### src/rtl/sb_arbiter_pkg.sv
// sb_arbiter_pkg: shared widths, byte-select codes, FSM states and request legality
package sb_arbiter_pkg;

    localparam int MEM_ADDR_WIDTH = 32;
    localparam int MEM_DATA_WIDTH = 32;

    localparam logic [1:0] SEL_BYTE = 2'b00;
    localparam logic [1:0] SEL_HALF = 2'b01;
    localparam logic [1:0] SEL_WORD = 2'b10;
    localparam logic [1:0] SEL_NONE = 2'b11;

    typedef enum logic [1:0] {
        IDLE    = 2'b00,
        IF_WAIT = 2'b01,
        EX_WAIT = 2'b10
    } state_t;

    function automatic logic ex_illegal(input logic re, input logic we, input logic [1:0] sel,
                                        input logic [1:0] off);
        return (re & we) | (sel == SEL_NONE) | ((sel == SEL_HALF) & off[0]) |
               ((sel == SEL_WORD) & (|off));
    endfunction

endpackage

### src/rtl/sb_arbiter_if.sv
// sb_arbiter_if: single-port system bus between the arbiter and memory
interface sb_arbiter_if;
    import sb_arbiter_pkg::*;

    logic                      req;
    logic                      we;
    logic [MEM_ADDR_WIDTH-1:0] addr;
    logic [MEM_DATA_WIDTH-1:0] wdata;
    logic [3:0]                be;
    logic                      ack;
    logic [MEM_DATA_WIDTH-1:0] rdata;

    modport master (output req, we, addr, wdata, be, input ack, rdata);
    modport slave  (input req, we, addr, wdata, be, output ack, rdata);

endinterface

### src/rtl/sb_arbiter_lane_align.sv
// sb_arbiter_lane_align: store lane replication/byte enables and load shift/extension
module sb_arbiter_lane_align
    import sb_arbiter_pkg::*;
(
    input  logic [1:0]                st_off,
    input  logic [1:0]                st_sel,
    input  logic [MEM_DATA_WIDTH-1:0] st_data,
    output logic [MEM_DATA_WIDTH-1:0] st_wdata,
    output logic [3:0]                st_be,
    input  logic [1:0]                ld_off,
    input  logic [1:0]                ld_sel,
    input  logic                      ld_uns,
    input  logic [MEM_DATA_WIDTH-1:0] ld_data,
    output logic [MEM_DATA_WIDTH-1:0] ld_result
);

    logic [MEM_DATA_WIDTH-1:0] sh;

    assign st_wdata = (st_sel == SEL_BYTE) ? {4{st_data[7:0]}} :
                      (st_sel == SEL_HALF) ? {2{st_data[15:0]}} : st_data;
    assign st_be    = (st_sel == SEL_BYTE) ? 4'b0001 << st_off :
                      (st_sel == SEL_HALF) ? (st_off[1] ? 4'b1100 : 4'b0011) :
                      (st_sel == SEL_WORD) ? 4'b1111 : 4'b0000;

    assign sh        = ld_data >> {ld_off, 3'b000};
    assign ld_result = (ld_sel == SEL_BYTE) ? {{24{~ld_uns & sh[7]}}, sh[7:0]} :
                       (ld_sel == SEL_HALF) ? {{16{~ld_uns & sh[15]}}, sh[15:0]} : sh;

endmodule

### src/rtl/sb_arbiter.sv
// sb_arbiter: shares one bus port between fetch and load/store, with a watchdog abort
module sb_arbiter
    import sb_arbiter_pkg::*;
#(
    parameter int TIMEOUT = 255
) (
    input  logic                      clk,
    input  logic                      rst,
    input  logic                      if_req_i,
    input  logic [MEM_ADDR_WIDTH-1:0] if_addr_i,
    output logic                      if_gnt_o,
    output logic                      if_rvalid_o,
    output logic [MEM_DATA_WIDTH-1:0] if_rdata_o,
    input  logic                      ex_re_i,
    input  logic                      ex_we_i,
    input  logic [MEM_ADDR_WIDTH-1:0] ex_addr_i,
    input  logic [MEM_DATA_WIDTH-1:0] ex_wdata_i,
    input  logic [1:0]                ex_byte_sel_i,
    input  logic                      ex_unsigned_i,
    output logic                      ex_done_o,
    output logic [MEM_DATA_WIDTH-1:0] ex_rdata_o,
    output logic                      hold_o,
    output logic                      err_o,
    sb_arbiter_if.master              bus
);

    localparam int CW = $clog2(TIMEOUT + 1);

    state_t                    state, state_nx;
    logic [CW-1:0]             cnt;
    logic                      req_q, we_q;
    logic [MEM_ADDR_WIDTH-1:0] addr_q;
    logic [MEM_DATA_WIDTH-1:0] wdata_q;
    logic [3:0]                be_q;
    logic [1:0]                l_off, l_sel;
    logic                      l_uns;
    logic                      ex_req, bad, timeout, issue_ex, issue_if;
    logic                      gnt, rvalid, done, err;
    logic [MEM_DATA_WIDTH-1:0] ird, erd, st_wdata, ld_result;
    logic [3:0]                st_be;
    logic                      unused_if_addr;

    assign ex_req         = ex_re_i | ex_we_i;
    assign bad            = ex_illegal(ex_re_i, ex_we_i, ex_byte_sel_i, ex_addr_i[1:0]);
    assign timeout        = cnt == CW'(TIMEOUT);
    assign unused_if_addr = ^if_addr_i[1:0];

    sb_arbiter_lane_align u_align (
        .st_off    (ex_addr_i[1:0]),
        .st_sel    (ex_byte_sel_i),
        .st_data   (ex_wdata_i),
        .st_wdata  (st_wdata),
        .st_be     (st_be),
        .ld_off    (l_off),
        .ld_sel    (l_sel),
        .ld_uns    (l_uns),
        .ld_data   (bus.rdata),
        .ld_result (ld_result)
    );

    // State, watchdog and the registered bus request held for the whole wait
    always_ff @(posedge clk or posedge rst) begin
        if (rst) begin
            state   <= IDLE;
            cnt     <= '0;
            req_q   <= 1'b0;
            we_q    <= 1'b0;
            addr_q  <= '0;
            wdata_q <= '0;
            be_q    <= '0;
            l_off   <= '0;
            l_sel   <= '0;
            l_uns   <= 1'b0;
        end else begin
            state <= state_nx;
            cnt   <= (state == IDLE || state_nx == IDLE) ? '0 : cnt + CW'(1);
            if (issue_ex | issue_if) begin
                req_q   <= 1'b1;
                we_q    <= issue_ex & ex_we_i;
                addr_q  <= issue_ex ? {ex_addr_i[31:2], 2'b00} : {if_addr_i[31:2], 2'b00};
                wdata_q <= issue_ex ? st_wdata : '0;
                be_q    <= issue_ex ? st_be : 4'b1111;
                l_off   <= ex_addr_i[1:0];
                l_sel   <= ex_byte_sel_i;
                l_uns   <= ex_unsigned_i;
            end else if (state != IDLE && state_nx == IDLE) begin
                req_q   <= 1'b0;
                we_q    <= 1'b0;
                addr_q  <= '0;
                wdata_q <= '0;
                be_q    <= '0;
            end
        end
    end

    // Next state and pulses: ex beats fetch in IDLE; ack beats the watchdog in a wait
    always_comb begin
        state_nx = state;
        issue_ex = 1'b0;
        issue_if = 1'b0;
        gnt      = 1'b0;
        rvalid   = 1'b0;
        done     = 1'b0;
        err      = 1'b0;
        ird      = '0;
        erd      = '0;
        if (state == IDLE) begin
            if (ex_req) begin
                done     = bad;
                err      = bad;
                issue_ex = ~bad;
                state_nx = bad ? IDLE : EX_WAIT;
            end else if (if_req_i) begin
                issue_if = 1'b1;
                gnt      = 1'b1;
                state_nx = IF_WAIT;
            end
        end else begin
            state_nx = (bus.ack | timeout) ? IDLE : state;
            err      = ~bus.ack & timeout;
            if (state == IF_WAIT) begin
                rvalid = bus.ack | timeout;
                ird    = bus.ack ? bus.rdata : '0;
            end else begin
                done = bus.ack | timeout;
                erd  = (bus.ack & ~we_q) ? ld_result : '0;
            end
        end
    end

    assign bus.req     = req_q;
    assign bus.we      = we_q;
    assign bus.addr    = addr_q;
    assign bus.wdata   = wdata_q;
    assign bus.be      = be_q;

    assign if_gnt_o    = gnt & ~rst;
    assign if_rvalid_o = rvalid & ~rst;
    assign if_rdata_o  = rst ? '0 : ird;
    assign ex_done_o   = done & ~rst;
    assign ex_rdata_o  = rst ? '0 : erd;
    assign err_o       = err & ~rst;
    assign hold_o      = ~rst & ((ex_req & ~done) | (state == IF_WAIT & ~rvalid));

endmodule
### src/flat_wrapper.sv
// flat-port wrapper written by rule: the top's interface ports become plain ports
module sb_arbiter_flat import sb_arbiter_pkg::*;
#(
    parameter int TIMEOUT = 255
)
  (clk, rst, if_req_i, if_addr_i, if_gnt_o, if_rvalid_o, if_rdata_o, ex_re_i, ex_we_i, ex_addr_i, ex_wdata_i, ex_byte_sel_i, ex_unsigned_i, ex_done_o, ex_rdata_o, hold_o, err_o, bus_req, bus_we, bus_addr, bus_wdata, bus_be, bus_ack, bus_rdata);
  sb_arbiter_if bus_i ();
  input  logic clk;
  input  logic rst;
  input  logic if_req_i;
  input  logic [MEM_ADDR_WIDTH-1:0] if_addr_i;
  output logic if_gnt_o;
  output logic if_rvalid_o;
  output logic [MEM_DATA_WIDTH-1:0] if_rdata_o;
  input  logic ex_re_i;
  input  logic ex_we_i;
  input  logic [MEM_ADDR_WIDTH-1:0] ex_addr_i;
  input  logic [MEM_DATA_WIDTH-1:0] ex_wdata_i;
  input  logic [1:0] ex_byte_sel_i;
  input  logic ex_unsigned_i;
  output logic ex_done_o;
  output logic [MEM_DATA_WIDTH-1:0] ex_rdata_o;
  output logic hold_o;
  output logic err_o;
  output wire logic [$bits(bus_i.req)-1:0] bus_req;
  output wire logic [$bits(bus_i.we)-1:0] bus_we;
  output wire logic [$bits(bus_i.addr)-1:0] bus_addr;
  output wire logic [$bits(bus_i.wdata)-1:0] bus_wdata;
  output wire logic [$bits(bus_i.be)-1:0] bus_be;
  input wire logic [$bits(bus_i.ack)-1:0] bus_ack;
  input wire logic [$bits(bus_i.rdata)-1:0] bus_rdata;
  assign bus_req = bus_i.req;
  assign bus_we = bus_i.we;
  assign bus_addr = bus_i.addr;
  assign bus_wdata = bus_i.wdata;
  assign bus_be = bus_i.be;
  assign bus_i.ack = bus_ack;
  assign bus_i.rdata = bus_rdata;
  sb_arbiter #(.TIMEOUT(TIMEOUT)) u_core (.clk(clk), .rst(rst), .if_req_i(if_req_i), .if_addr_i(if_addr_i), .if_gnt_o(if_gnt_o), .if_rvalid_o(if_rvalid_o), .if_rdata_o(if_rdata_o), .ex_re_i(ex_re_i), .ex_we_i(ex_we_i), .ex_addr_i(ex_addr_i), .ex_wdata_i(ex_wdata_i), .ex_byte_sel_i(ex_byte_sel_i), .ex_unsigned_i(ex_unsigned_i), .ex_done_o(ex_done_o), .ex_rdata_o(ex_rdata_o), .hold_o(hold_o), .err_o(err_o), .bus(bus_i));
endmodule
### config.mk
export PLATFORM = sky130hd
export DESIGN_NAME = sb_arbiter_flat
export DESIGN_NICKNAME = d
export VERILOG_FILES = /design/src/rtl/sb_arbiter_pkg.sv /design/src/rtl/sb_arbiter_if.sv /design/src/rtl/sb_arbiter_lane_align.sv /design/src/rtl/sb_arbiter.sv /design/src/flat_wrapper.sv
export SDC_FILE = /design/constraint.sdc
export NUM_CORES = 1
export LEC_CHECK = 0
export CAP_MARGIN = 25
export CORE_MARGIN = 2
export CORE_UTILIZATION = 40
export DETAILED_ROUTE_END_ITERATION = 10
export HOLD_SLACK_MARGIN = 0.02
export PLACE_DENSITY_LB_ADDON = 0.2
export SYNTH_ARGS = -nofsm -noshare
export SYNTH_HDL_FRONTEND = slang
export SYNTH_HIERARCHICAL = 1
export SYNTH_SLANG_ARGS = --single-unit
export TNS_END_PERCENT = 5
### constraint.sdc
create_clock -name clk -period 5.8 [get_ports clk]
set_clock_uncertainty 0.1 [all_clocks]
set_input_delay 1.16 -clock clk [delete_from_list [all_inputs] [get_ports clk]]
set_output_delay 1.16 -clock clk [all_outputs]
set_load 0.01 [all_outputs]
Yosys cells after proc, flatten, opt, wreduce, memory -nomap -nowiden
Index checks and enable logic that the tools add are counted.
{"block": "classes", "reduce_logical": 9, "muxes": 44, "div_mod_pow": 0, "bitwise": 29, "n_addsub": 1, "n_eq_ne": 6, "n_lt_le_gt_ge": 0, "mul": 0, "shift": 2}
{"cell": "two-way mux 32 bit", "count": 17}
{"cell": "right shift 32 x 5 -> 32 bit", "count": 1}
{"cell": "two-way mux 4 bit", "count": 7}
{"cell": "bitwise AND 1 bit", "count": 15}
{"cell": "two-way mux 1 bit", "count": 14}
{"cell": "two-way mux 2 bit", "count": 5}
{"cell": "adder 8 x 1 -> 8 bit, second input constant", "count": 1}
{"cell": "== test 8 bit, second input constant", "count": 1}
{"cell": "zero test 2 bit", "count": 4}
{"cell": "two-way mux 8 bit", "count": 1}
{"cell": "NOT 1 bit", "count": 7}
{"cell": "bitwise OR 1 bit", "count": 7}
{"cell": "== test 2 x 1 -> 1 bit, second input constant", "count": 3}
{"cell": "== test 2 bit, second input constant", "count": 2}
{"cell": "nonzero test 2 bit", "count": 2}
{"cell": "left shift 1 x 2 -> 4 bit, first input constant", "count": 1}
{"cell": "OR reduction 2 bit", "count": 1}
{"cell": "logical AND 1 bit", "count": 1}
{"cell": "logical OR 1 bit", "count": 1}
{"block": "totals", "mem_bits_rw": 0, "reg_bits": 85, "out_inout_bits": 139, "mem_bits_ro": 0, "latch_bits": 0, "input_bits": 137, "memories": 0, "elab_cells": 101}

Longest topological paths before layout
Gate-level depths: netlist of the first run.
{"block": "depth", "depth_word": 11, "ltp_mapped": 7, "ltp_nobuf": 5}

Hierarchy
Netlist of the first run, hierarchy kept.
{"module": "sb_arbiter", "area_per_inst_um2": 3946.3, "cells_per_inst": 341, "n_inst": 1, "seq_area_each_um2": 2077.0}
{"module": "sb_arbiter_lane_align", "area_per_inst_um2": 1229.9, "cells_per_inst": 181, "n_inst": 1, "seq_area_each_um2": 0.0}

Worst setup path before layout of the first run
OpenSTA, ideal clock, no wires.
{"block": "synth_timing", "kind": "in2out", "from": "in rst", "to": "out if_rdata_o[10]", "arrival_time_ps": 3747, "required_ps": 4540, "n_path_buf": 1, "cell_stages": 4, "setup_slack_ps": 793, "cell_sequence": "inv_1 -> and3_1 -> clkbuf_1 -> and2_1"}
{"block": "synth_between", "elab_chain_cells": 1}
{"element": "start: declaration", "line_no": "flat_wrapper.sv:9", "rtl": "input logic rst;"}
{"element": "two-way mux 32 bit", "line_no": "sb_arbiter.sv:139", "rtl": "assign if_rdata_o = rst ? '0 : ird;"}
{"element": "end: declaration", "line_no": "flat_wrapper.sv:14", "rtl": "output logic [MEM_DATA_WIDTH-1:0] if_rdata_o;"}
No other way between the ends.

Worst setup path after layout of the first run
{"block": "layout_timing", "from": "in rst", "to": "out if_rdata_o[20]"}
The elaborated chain is that of the path after synthesis.

==> impl_metrics.csv, run 1 <==
group,metric,value,unit
critical_path,cpPeakStageDelay,0.72,ns
placed_design,place_ws,1.00,ns
power_and_ir_drop,ir_drop,0.198,mV
clock_tree,post_cts_resized,0,
yosys,synthesis.area,0.00518,sq mm
floorplan,die_h,118,um
floorplan,start_util,0.410,
placed_design,place_area,0.00785,sq mm
yosys,synth.distinct_cells,53,
power_and_ir_drop,sw_frac_of_total,0.326,
global_routing,grt-ovfl-total,0,
run_status,status,"completed",
layout,n_antenna_cell,0,
sta,rsz0062_at_grt,"no",
sta,layout_min_cycle_time,4.77,ns
yosys,yosys.area.top_type,"dfrtp_1",
floorplan,ios,276,
sta,finalSetupViolations,0,
power_and_ir_drop,p_int,0.00173,W
drt,vias_per_cell,5.26,
yosys,ys_dominant_reg_cell,"dfrtp_1",
critical_path,critPathLaunchType,"input port",
yosys,synth-warning-count,6,
hold_path,hold_class,"reg2reg",
placed_design,hpwl,12000,um
yosys,syn_area_per_cell,9.92,sq um
layout,final_cell_mix,"clkdlybuf4s50_1, dfrtp_1, and2_1",
sta,slew_headroom,0.357,
clock_tree,root_buffer,"clkbuf_16",
layout,final_common_cell,"clkdlybuf4s50_1",
critical_path,worstPathArrival,3.51,ns
layout,fin_nets,900,
job,maxCapViolations,0,
power_and_ir_drop,power.leakage,3.65,nW
placed_design,gp_congestion,0.811,
layout,drive_gt1_frac,0.0730,
layout,stdcell_area,0.00817,sq mm
sta,max_freq,0.210,GHz
power_and_ir_drop,pwr-share-clk,0.238,
critical_path,cp_slowest_cell,"and3_1",
sta,fin_tns_setup,0,ns
sta,fin_crit_sh,0.822,
critical_path,critPathTopFamily,"buffers and inverters",
critical_path,critPathBufInv,3,
drt,ant_nets,0,
drt,drc_errors,0,
layout,fill_cells,1065,
drt,vias,4938,
floorplan,die_w,118,um
power_and_ir_drop,switchingPower,0.000833,W
yosys,synth-edff-count,0,
critical_path,path_class,"in2out",
sta,worst_slack,1.03,ns
critical_path,path_cells,"clkdlybuf4s50_1, clkinv_2, and3_1, and2_1, clkdlybuf4s50_1",
critical_path,cp.depth,5,
clock_tree,cts-hold-fix-buffers,0,
drt,wire_per_inst,17.3,um
sta,max_slew.worst_pin.slew,0.962,ns
critical_path,cpMostUsedCell,"clkdlybuf4s50_1",
global_routing,grt_max_degree,71,
drt,drt-total-wl,16200,um
sta,final_hold_viol_count,0,
drt,dr.pass1.iters,5,
critical_path,path_max_fanout,32,
global_routing,grt_pass1_wl,26000,um
power_and_ir_drop,seqPwrFrac,0.327,
yosys,async_flop_share,1.00,
power_and_ir_drop,share_comb_of_total_power,0.434,
floorplan,core-area,0.0126,sq mm
critical_path,end_kind,"primary output",
placed_design,port_buffers,271,
clock_tree,cts_max_level,3,
hold_path,min_delay_path_depth,1,
global_routing,track_usage,0.230,
clock_tree,clk_pin_slew,0.06,ns
yosys,ys_seq_area_frac,0.401,
power_and_ir_drop,power_density,313,mW/mm^2
critical_path,rr_worst_depth,6,
clock_tree,post-cts-setup-buffer-count,0,
layout,area_growth,57.8,%
critical_path,required,4.54,ns
yosys,syn_inst,522,
floorplan,die-area,0.0139,sq mm
drt,drt_iter0_markers,266,
clock_tree,clock_path_buffers,2,
global_routing,antenna_found_initial,0,
yosys,ys_seq_elements,83,
yosys,synth_top_area_share,0.401,
sta,drv_slew,0,
power_and_ir_drop,total_power,0.00256,W
yosys,yosys-top-cells-area,"dfrtp_1, a22o_1, and2_1",
clock_tree,insertion_delay,0.33,ns
floorplan,placementRows,41,
clock_tree,clock_sinks,83,
global_routing,grt_pass1_vias,4979,
clock_tree,cts_buffers,9,
clock_tree,cts_tree,"done",
cells in the mapped netlist, drive strengths merged (3+ instances only):
master	number
or3	3
mux2i	25
a21oi	24
a211oi	7
nand3b	3
mux2	23
a22o	62
a221o	4
clkbuf	18
o21a	3
inv	3
a21o	38
and3	4
nor2b	8
dfrtp	83
buf	33
o211a	6
xor2	6
nor3	3
and2	65
nor2	29
o21ai	28
nand2	16
power by group through the flow:
stage	clock network, W	logic, W	registers (W)
global route	0.000652	0.00120	0.000859
global placement	0	0.00109	0.000836
detailed placement	0	0.00111	0.000841
floorplan	0	0.000540	0.000896
CTS	0.000626	0.00112	0.000837
finish	0.000610	0.00111	0.000838
cell families after synthesis:
group	Yosys count	synth area share
buffers and inverters	54	0.0638
AND/OR/NAND/NOR	145	0.160
other	1	0.000724
multiplexers	48	0.0991
adder cells (fa/ha/maj)	2	0.00435
XOR/XNOR	8	0.0135
AO/OA/AOI/OAI	181	0.257
flip-flops	83	0.401
through the flow:
step / instances / hold slack (ns) / utilization
detailed placement: 923 / 0.364 / 0.622
global placement: 923 / 0.359 / 0.622
floorplan: 523 / 0.348 / -
global route: 939 / 0.389 / 0.647
finish: 939 / 0.376 / 0.647
CTS: 939 / 0.380 / 0.647
worst register-to-register path: stages (launching register included):
cell and delay (ns):
dfrtp_1 0.45, nor2_2 0.11, o211a_2 0.16, buf_4 0.33, nor3_4 0.92, buf_4 0.39, a22o_1 0.19
layout make-up:
class	instances	area, sq um	area share
timing repair buffer	279	2770	0.340
sequential	83	2080	0.254
inverter	3	12.5	0.00153
clock inverter	6	87.6	0.0107
tap	172	215	0.0264
clock buffer	10	229	0.0280
multi-input combinational	386	2770	0.340
sequential cells by signal (all words and copies together), names as in the netlist, 2 cells and up:
signal	count
u_core/state	2
u_core/l_off	2
u_core/cnt	8
u_core/bus.addr	30
u_core/l_sel	2
u_core/bus.wdata	32
u_core/bus.be	4
path summary, 6_finish.rpt:
| kind | from | endpoint | slack (ns) |
|---|---|---|---|
| max | rst | if_rdata_o[20] | 1.03 |
| min | u_core/bus.addr[3] | u_core/bus.addr[3] | 0.38 |
| max reg2reg | u_core/state[1] | u_core/bus.wdata[21] | 3.09 |
| min reg2reg | u_core/bus.addr[3] | u_core/bus.addr[3] | 0.38 |
| max in group asynchronous | rst | u_core/bus.wdata[0] | 3.33 |
| min in group asynchronous | rst | u_core/state[1] | 1.16 |
metal layers:
layer	track usage	wire length [um]	vias to the layer above
met5	0	0	-
met1	0.274	6690	2366
met2	0.394	7960	188
met3	0.0790	1350	16
met4	0.0633	238	0
li1	-	-	2368
Power figures use the tool's default switching activity.
==> run 2: changes to the inputs <==
Clock period 5.8 ns to 4.4 ns, I/O delays scaled along.
==> run 2 against run 1 <==
Count of clock-buffer cells in the layout increased by 2. Non-clock buffer count increased by 2. Cell count increased by 0.21%. First-iteration DRC count increased by 4.5%. Worst setup slack got worse by 0.80 ns. Sequential power increased by 34%. Critical endpoint is now ex_rdata_o[21]. Power increased by 31%. Largest cell class is now non-clock buffers. Global-route usage decreased by 0.16 points.
==> impl_metrics.csv, run 2 (synthesized netlist as in run 1, its figures left out) <==
group,metric,value,unit
run_status,status,"completed",
floorplan,core-area,0.0126,sq mm
hold_path,hold_class,"reg2reg",
global_routing,grt_pass1_wl,25900,um
sta,rsz0062_at_grt,"no",
power_and_ir_drop,ir_drop,0.256,mV
layout,fin_nets,902,
clock_tree,clock_sinks,83,
sta,drv_slew,0,
global_routing,track_usage,0.228,
drt,vias_per_cell,5.29,
layout,area_growth,58.0,%
clock_tree,cts-hold-fix-buffers,0,
sta,max_freq,0.240,GHz
critical_path,cpMostUsedCell,"clkdlybuf4s50_1",
layout,final_common_cell,"clkdlybuf4s50_1",
drt,drt_iter0_markers,278,
layout,largest_reg_flops,32,
floorplan,die_h,118,um
floorplan,ios,276,
global_routing,grt_max_degree,71,
sta,slew_headroom,0.452,
global_routing,antenna_found_initial,0,
critical_path,end_kind,"primary output",
critical_path,path_cells,"clkdlybuf4s50_1, nand2b_1, a311oi_1, o211a_1, o21a_1, and2_1, clkdlybuf4s50_1",
clock_tree,cts_max_level,3,
drt,ant_nets,0,
placed_design,hpwl,12000,um
floorplan,start_util,0.410,
floorplan,die_w,118,um
power_and_ir_drop,power_density,409,mW/mm^2
critical_path,path_max_fanout,9,
critical_path,path_class,"in2out",
drt,wire_per_inst,17.2,um
layout,n_antenna_cell,0,
global_routing,grt-ovfl-total,0,
layout,final_cell_mix,"clkdlybuf4s50_1, dfrtp_1, and2_1",
critical_path,worstPathArrival,3.19,ns
global_routing,grt_pass1_vias,4947,
critical_path,required,3.42,ns
layout,fill_cells,1070,
clock_tree,post_cts_resized,0,
sta,fin_tns_setup,0,ns
floorplan,placementRows,41,
sta,fin_crit_sh,0.947,
drt,drt-total-wl,16200,um
critical_path,cpPeakStageDelay,0.60,ns
critical_path,cp_slowest_cell,"clkdlybuf4s50_1",
clock_tree,clock_path_buffers,2,
sta,max_slew.worst_pin.slew,0.823,ns
clock_tree,insertion_delay,0.32,ns
layout,regArea,0.00208,sq mm
clock_tree,cts_tree,"done",
clock_tree,root_buffer,"clkbuf_16",
power_and_ir_drop,total_power,0.00335,W
floorplan,die-area,0.0139,sq mm
critical_path,critPathLaunchType,"input port",
layout,multi_input_area,0.00277,sq mm
placed_design,port_buffers,271,
sta,layout_min_cycle_time,4.17,ns
sta,final_hold_viol_count,0,
drt,dr.pass1.iters,4,
job,maxCapViolations,0,
sta,finalSetupViolations,0,
layout,drive_gt1_frac,0.0754,
power_and_ir_drop,power.leakage,3.66,nW
clock_tree,cts_buffers,9,
drt,drc_errors,0,
clock_tree,clk_pin_slew,0.06,ns
placed_design,gp_congestion,0.828,
drt,vias,4975,
clock_tree,post-cts-setup-buffer-count,0,
## run 2: cell count changes in the layout (fill, tap and decap cells not counted), sizes merged
cell      delta
buf          +2
bufinv       -1
clkbuf       +2
clkinv       -2
clkinvlp     +1
## run 2: per-stage QoR
stage	setup slack (ns)	hold WS [ns]	instances	util	cell area [sq um]
final	0.232	0.372	941	0.648	8180
after floorplan	0.476	0.348	523	-	5180
after global placement	0.293	0.359	925	0.623	7870
after global routing	0.0655	0.387	941	0.648	8180
after CTS	0.222	0.379	941	0.648	8180
after detailed placement	0.241	0.364	925	0.623	7870
## run 2: final cells by class
class | instances | area share
inverters | 3 | 0.00184
well taps | 172 | 0.0263
clock inverters | 4 | 0.00688
repair buffers | 281 | 0.341
multi-input cells | 386 | 0.339
clock buffers | 12 | 0.0314
flip-flops and latches | 83 | 0.254
## run 2: final timing paths
check	startpoint	endpoint	slack [ns]	depth (start not counted)
worst min register to register	u_core/bus.addr[5]	u_core/bus.addr[5]	0.37	1
worst max-delay path	bus_rdata[31]	ex_rdata_o[21]	0.23	7
worst min-delay path	u_core/bus.addr[5]	u_core/bus.addr[5]	0.37	1
max in group asynchronous	rst	u_core/bus.wdata[1]	2.13	4
worst max register to register	u_core/state[1]	u_core/bus.wdata[1]	1.91	6
min in group asynchronous	rst	u_core/state[0]	0.97	3
## run 2: worst max-delay path: cells and delay by family
kind                   cells  cell delay [ns]
and+or+nand+nor            2             0.20
buffers and inverters      2             1.17
AOI/OAI and AO/OA          3             0.94
## run 2: routing by layer
| layer | global-route usage | vias up | share of wire |
|---|---|---|---|
| met5 | 0 | - | 0 |
| met4 | 0.0648 | 0 | 0.013 |
| met3 | 0.0707 | 15 | 0.077 |
| met2 | 0.384 | 186 | 0.49 |
| met1 | 0.282 | 2402 | 0.42 |
| li1 | - | 2372 | - |
## run 2: power breakdown
group / leakage, nW / switching [W] / internal (W)
clock: 0.153 / 0.000296 / 0.000475
sequential: 1.07 / 0.000148 / 0.000968
combinational: 2.44 / 0.000649 / 0.000810
==> run 3: changes to the inputs <==
Settings changed: TNS_END_PERCENT 5 to 30.
==> results of run 3 <==
No change in the layout: final DEF, timing and power equal those of run 2.
